==> config.mk <==
export PLATFORM = sky130hd
export DESIGN_NAME = fetch_unit_flat
export DESIGN_NICKNAME = d
export VERILOG_FILES = /design/src/rtl/fetch_unit_if.sv /design/src/rtl/fetch_unit.sv /design/src/flat_wrapper.sv
export SDC_FILE = /design/constraint.sdc
export NUM_CORES = 1
export LEC_CHECK = 0
export CORE_UTILIZATION = 29
export DETAILED_ROUTE_END_ITERATION = 16
export HOLD_SLACK_MARGIN = 0.05
export PLACE_DENSITY = 0.55
export SLEW_MARGIN = 5
export SYNTH_ARGS = -nofsm -noshare
export SYNTH_HDL_FRONTEND = slang
export SYNTH_SLANG_ARGS = --single-unit
==> constraint.sdc <==
create_clock -name clk -period 5.95 [get_ports clk]
set_input_delay 1.4875 -clock clk [delete_from_list [all_inputs] [get_ports clk]]
set_output_delay 1.4875 -clock clk [all_outputs]
set_load 0.01 [all_outputs]
==> src/rtl/fetch_unit_if.sv <==
// fetch_unit_if: fetch stage buses.
//   Cache read port: ic_rd_en, ic_rd_dest (fetch -> cache) and ic_rd_out, ic_pc_out (cache -> fetch).
//   Redirect: redirect_valid, redirect_pc (core -> fetch).
//   Decode port: instr_valid, instr_data, instr_pc, fifo_count (fetch -> decode) and instr_ready (decode -> fetch).
//   The master modport is the fetch unit; the slave modport is everything around it.
interface fetch_unit_if #(
    parameter int DEPTH = 4
);
    logic                     ic_rd_en;
    logic [15:0]              ic_rd_dest;
    logic [15:0]              ic_rd_out;
    logic [15:0]              ic_pc_out;
    logic                     redirect_valid;
    logic [15:0]              redirect_pc;
    logic                     instr_valid;
    logic                     instr_ready;
    logic [15:0]              instr_data;
    logic [15:0]              instr_pc;
    logic [$clog2(DEPTH):0]   fifo_count;

    modport master (
        output ic_rd_en, ic_rd_dest, instr_valid, instr_data, instr_pc, fifo_count,
        input  ic_rd_out, ic_pc_out, redirect_valid, redirect_pc, instr_ready
    );

    modport slave (
        input  ic_rd_en, ic_rd_dest, instr_valid, instr_data, instr_pc, fifo_count,
        output ic_rd_out, ic_pc_out, redirect_valid, redirect_pc, instr_ready
    );
endinterface

==> src/rtl/fetch_unit.sv <==
// fetch_unit: sequential instruction fetch with a DEPTH-entry decode FIFO and redirect flush.
//   clk, rst_n (async, active-low) plus bus (fetch_unit_if.master):
//   issues one cache read per cycle while FIFO credit allows, captures each response one cycle
//   later into the FIFO and presents the head to decode via instr_valid/instr_ready.
//   Optional macro FETCH_BYPASS_EN: an empty FIFO forwards the arriving response straight to decode.
module fetch_unit #(
    parameter int          DEPTH    = 4,
    parameter logic [15:0] RESET_PC = 16'h0000
) (
    input logic           clk,
    input logic           rst_n,
    fetch_unit_if.master  bus
);
    localparam int AW = $clog2(DEPTH);
    localparam int CW = AW + 1;

    logic [15:0]   fetch_pc;
    logic          resp_pending;
    logic [AW-1:0] rd_ptr;
    logic [AW-1:0] wr_ptr;
    logic [CW-1:0] count;
    logic [15:0]   mem_pc    [DEPTH];
    logic [15:0]   mem_instr [DEPTH];
    logic [CW:0]   need;
    logic          fifo_nz;
    logic          byp;
    logic          push;
    logic          pop;

    // Credit counts the in-flight response so a push can never land on a full FIFO.
    assign need    = {1'b0, count} + CW'(resp_pending) + 1'b1;
    assign fifo_nz = count != '0;

`ifdef FETCH_BYPASS_EN
    assign byp = !fifo_nz && resp_pending && !bus.redirect_valid;
`else
    assign byp = 1'b0;
`endif

    assign push = resp_pending && !bus.redirect_valid && !(byp && bus.instr_ready);
    assign pop  = fifo_nz && bus.instr_ready && !bus.redirect_valid;

    assign bus.ic_rd_en    = rst_n && (bus.redirect_valid || need <= (CW+1)'(DEPTH));
    assign bus.ic_rd_dest  = bus.redirect_valid ? bus.redirect_pc : fetch_pc;
    assign bus.instr_valid = fifo_nz || byp;
    assign bus.instr_data  = fifo_nz ? mem_instr[rd_ptr] : byp ? bus.ic_rd_out : 16'h0000;
    assign bus.instr_pc    = fifo_nz ? mem_pc[rd_ptr] : byp ? bus.ic_pc_out : 16'h0000;
    assign bus.fifo_count  = count;

    always_ff @(posedge clk or negedge rst_n) begin
        if (!rst_n) begin
            fetch_pc     <= RESET_PC;
            resp_pending <= 1'b0;
            rd_ptr       <= '0;
            wr_ptr       <= '0;
            count        <= '0;
        end else begin
            resp_pending <= bus.ic_rd_en;
            if (bus.ic_rd_en)
                fetch_pc <= bus.ic_rd_dest + 16'd1;
            if (bus.redirect_valid) begin
                rd_ptr <= '0;
                wr_ptr <= '0;
                count  <= '0;
            end else begin
                if (push)
                    wr_ptr <= wr_ptr + 1'b1;
                if (pop)
                    rd_ptr <= rd_ptr + 1'b1;
                count <= count + CW'(push) - CW'(pop);
            end
        end
    end

    // Storage needs no reset: entries are only read while counted as occupied.
    always_ff @(posedge clk) begin
        if (push) begin
            mem_pc[wr_ptr]    <= bus.ic_pc_out;
            mem_instr[wr_ptr] <= bus.ic_rd_out;
        end
    end
endmodule

==> src/flat_wrapper.sv <==
// flat-port wrapper written by rule: the top's interface ports become plain ports
module fetch_unit_flat 
#(
    parameter int          DEPTH    = 4,
    parameter logic [15:0] RESET_PC = 16'h0000
)
  (clk, rst_n, bus_ic_rd_en, bus_ic_rd_dest, bus_instr_valid, bus_instr_data, bus_instr_pc, bus_fifo_count, bus_ic_rd_out, bus_ic_pc_out, bus_redirect_valid, bus_redirect_pc, bus_instr_ready);
  fetch_unit_if #(.DEPTH(DEPTH)) bus_i ();
  input logic clk;
  input logic rst_n;
  output wire logic [$bits(bus_i.ic_rd_en)-1:0] bus_ic_rd_en;
  output wire logic [$bits(bus_i.ic_rd_dest)-1:0] bus_ic_rd_dest;
  output wire logic [$bits(bus_i.instr_valid)-1:0] bus_instr_valid;
  output wire logic [$bits(bus_i.instr_data)-1:0] bus_instr_data;
  output wire logic [$bits(bus_i.instr_pc)-1:0] bus_instr_pc;
  output wire logic [$bits(bus_i.fifo_count)-1:0] bus_fifo_count;
  input wire logic [$bits(bus_i.ic_rd_out)-1:0] bus_ic_rd_out;
  input wire logic [$bits(bus_i.ic_pc_out)-1:0] bus_ic_pc_out;
  input wire logic [$bits(bus_i.redirect_valid)-1:0] bus_redirect_valid;
  input wire logic [$bits(bus_i.redirect_pc)-1:0] bus_redirect_pc;
  input wire logic [$bits(bus_i.instr_ready)-1:0] bus_instr_ready;
  assign bus_ic_rd_en = bus_i.ic_rd_en;
  assign bus_ic_rd_dest = bus_i.ic_rd_dest;
  assign bus_instr_valid = bus_i.instr_valid;
  assign bus_instr_data = bus_i.instr_data;
  assign bus_instr_pc = bus_i.instr_pc;
  assign bus_fifo_count = bus_i.fifo_count;
  assign bus_i.ic_rd_out = bus_ic_rd_out;
  assign bus_i.ic_pc_out = bus_ic_pc_out;
  assign bus_i.redirect_valid = bus_redirect_valid;
  assign bus_i.redirect_pc = bus_redirect_pc;
  assign bus_i.instr_ready = bus_instr_ready;
  fetch_unit #(.DEPTH(DEPTH), .RESET_PC(RESET_PC)) u_core (.clk(clk), .rst_n(rst_n), .bus(bus_i));
endmodule
==> run metrics <==
HP Class=reg -> reg; clk slew on worst S/H paths=about 70 ps; Port-buffer cells=roughly 100; die area=about 24000 um2; Req. time, crit path=between 4000 and 5000 ps; synthesized area=6710 um2; Max Slew Vio Count=0; drt initial violations=~180; main combinational cell family by area after synthesis=multiplexers; sequential area share after synthesis=0.6623; fin crit share=0.8054; DR vias/cell=approximately 4.7; Syn Nets=between 400 and 500; Routed WL=between 10 and 15 mm; post-synthesis mux area share=0.1359; worst slew pin tran=~1000 ps; Crit path max-delay family=buffers and inverters; layout cells sized above 1=0.2131; f_max=between 200 and 250 MHz; Die Span Y=about 150 um; pwr/cell area=about 400 nW/um2; Lkg Pwr=2.942 nW; slowest stage delay, CP=between 600 and 700 ps; post-route setup TNS=0 ps; CTS H-tree depth=4; final hold vios=0; CTS Buf Count=17; initial core utilization=0.2964; Post-Synth XOR/XNOR Area=0.01175; I/O pin cnt=roughly 110; Core Area=roughly 23000 um2; Crit-path slowest cell=buf_2; CTS tree=yes; Vias=roughly 3700; hpwl dp=roughly 8.6 mm; Avg WL per Cell=roughly 18 um; number of enable-type register cells in the synthesized netlist=128; global-route wire length before repair=between 20 and 25 mm; maximum vdd drop=~0.00017 V; crit-path cells=buf_2 -> mux2i_2 -> inv_1 -> clkdlybuf4s50_1; CTS-repair resized insts=0; GP Congestion=between 0.8 and 0.9; Layout Skew=~16 ps; post-synthesis async set-or-reset flop share=0.1579; WS Path Type=in -> out; vias in the first global route=3978; Core Rows=55; Overflow after GRT=0; Synth Area in Compound Gates=0.05128; initial antenna violation count=0; post-synthesis register bit count=approximately 150; crit path max fanout=39; post-CTS setup buffers=0; count of cell types in the netlist=47; Synth Instances=about 380; RSZ-0062 raised after global routing=no; Simple-Gate Fraction of Synth Area=0.08708; DRC=0; DRT Pass-1 Iters=4; # diodes=0; status=completed; crit end category=output pin; die width=between 150 and 200 um; synthesized area per cell=17.47 um2; Post-Synth Adder-Cell Area=0.02163; hold_buf cts=0; clock buffer depth=2; Crit path buffers/inverters=3; clock sinks=roughly 150; CTS root buf=clkbuf_16; Slew headroom=0.3482; CP Launch Type=primary input; final core utilization=0.3796; Critical Path AT=around 3300 ps; worst-skew pair later-pin latency=420 ps; minimum clock period after layout=roughly 4800 ps; top_reg_cell synth=edfxtp_1; # setup viols final=0; total global-route track usage=0.1251; synth-to-layout area growth=28.06%; Max-Cap Viols=0; Nets=between 500 and 600; DRT antenna net count=0; pin count of the biggest net entering global routing=40; YS warnings=0
## cell usage in the layout (no fill, tap or decap), drive strengths merged, types with 5 or more instances in the layout
master | synthesis | layout
a31oi | 7 | 7
and2 | 36 | 36
and4 | 6 | 6
buf | 14 | 5
clkbuf | 7 | 17
clkdlybuf4s50 | 0 | 103
dfrtp | 24 | 24
edfxtp | 128 | 128
ha | 10 | 10
inv | 15 | 22
mux2 | 11 | 11
mux2i | 6 | 6
mux4 | 32 | 32
nand2 | 24 | 24
nand3 | 6 | 6
nor2 | 8 | 8
o21ai | 6 | 6
o31ai | 9 | 9
xnor2 | 7 | 7
## registers in the layout (all words and copies together) (netlist names)
name,cells
u_core.resp_pending,1
u_core.mem_instr,64
u_core.wr_ptr,2
u_core.bus.fifo_count,3
u_core.mem_pc,64
u_core.fetch_pc,16
u_core.rd_ptr,2
## worst min-delay path, stage by stage (launching register included)
cell     delay, ps
dfrtp_1        360
nand2_1         70
o31ai_2         50
## metrics by stage
stage | area (um2) | cells | setup slack [ps] | power (W) | hold slack [ps]
after CTS | 8593 | 787 | 1105 | 0.003501 | 506.6
after global placement | 8005 | 756 | 1146 | 0.002414 | 482.0
after global routing | 8593 | 787 | 979.1 | 0.003633 | 543.8
after detailed placement | 8005 | 756 | 1115 | 0.002422 | 475.2
after floorplan | 6710 | 384 | 2162 | 0.001945 | 449.5
final | 8593 | 787 | 1158 | 0.003448 | 507.5
## power breakdown
part           switching (W)  internal (W)
clock               0.000478      0.000595
combinational       0.000436      0.000555
sequential          0.000119       0.00126
## metal layers
| metal | part of all wire | track usage | up-vias |
|---|---|---|---|
| met5 | 0 | 0 | - |
| met3 | 0.048 | 0.03410 | 18 |
| li1 | - | - | 1696 |
| met2 | 0.49 | 0.2113 | 100 |
| met1 | 0.45 | 0.1544 | 1861 |
| met4 | 0.012 | 0.04190 | 0 |
## cell families after synthesis
| kind of cell | after synthesis |
|---|---|
| multiplexers | 49 |
| buffers and inverters | 36 |
| AO/OA/AOI/OAI | 34 |
| AND/OR/NAND/NOR | 93 |
| flip-flops | 152 |
| XOR/XNOR | 9 |
| adder cells (fa/ha/maj) | 11 |
## layout make-up
cell class,count,area (um2)
inverter,15,56.30
fill,2099,14050
multi-input combinational,196,2079
sequential,152,4447
timing repair buffer,108,1066
clock buffer,17,425.4
tap,285,356.6
clock inverter,14,162.7
## synth_stat cells, drive strengths merged, types with 7 or more instances
cell    count  share of area
inv        15         0.0084
clkbuf      7         0.0039
dfrtp      24          0.090
nand2      24          0.013
buf        14          0.018
o31ai       9          0.016
mux2       11          0.018
a31oi       7         0.0065
and2       36          0.034
mux4       32           0.11
xnor2       7         0.0091
ha         10          0.019
nor2        8         0.0045
edfxtp    128           0.57
## path summary, 6_finish.rpt
kind / startpoint / slack, ps / to / cells after the start
setup reg to reg: u_core.bus.fifo_count[2] / 3380 / u_core.bus.fifo_count[2] / 10
min in group asynchronous: rst_n / 1520 / u_core.fetch_pc[12] / 2
setup / recovery: bus_redirect_valid / 1160 / bus_ic_rd_dest[2] / 4
max in group asynchronous: rst_n / 4150 / u_core.rd_ptr[0] / 2
hold / removal: u_core.fetch_pc[13] / 510 / u_core.fetch_pc[13] / 2
hold reg to reg: u_core.fetch_pc[13] / 510 / u_core.fetch_pc[13] / 2
(Power assumes the default switching activity.)
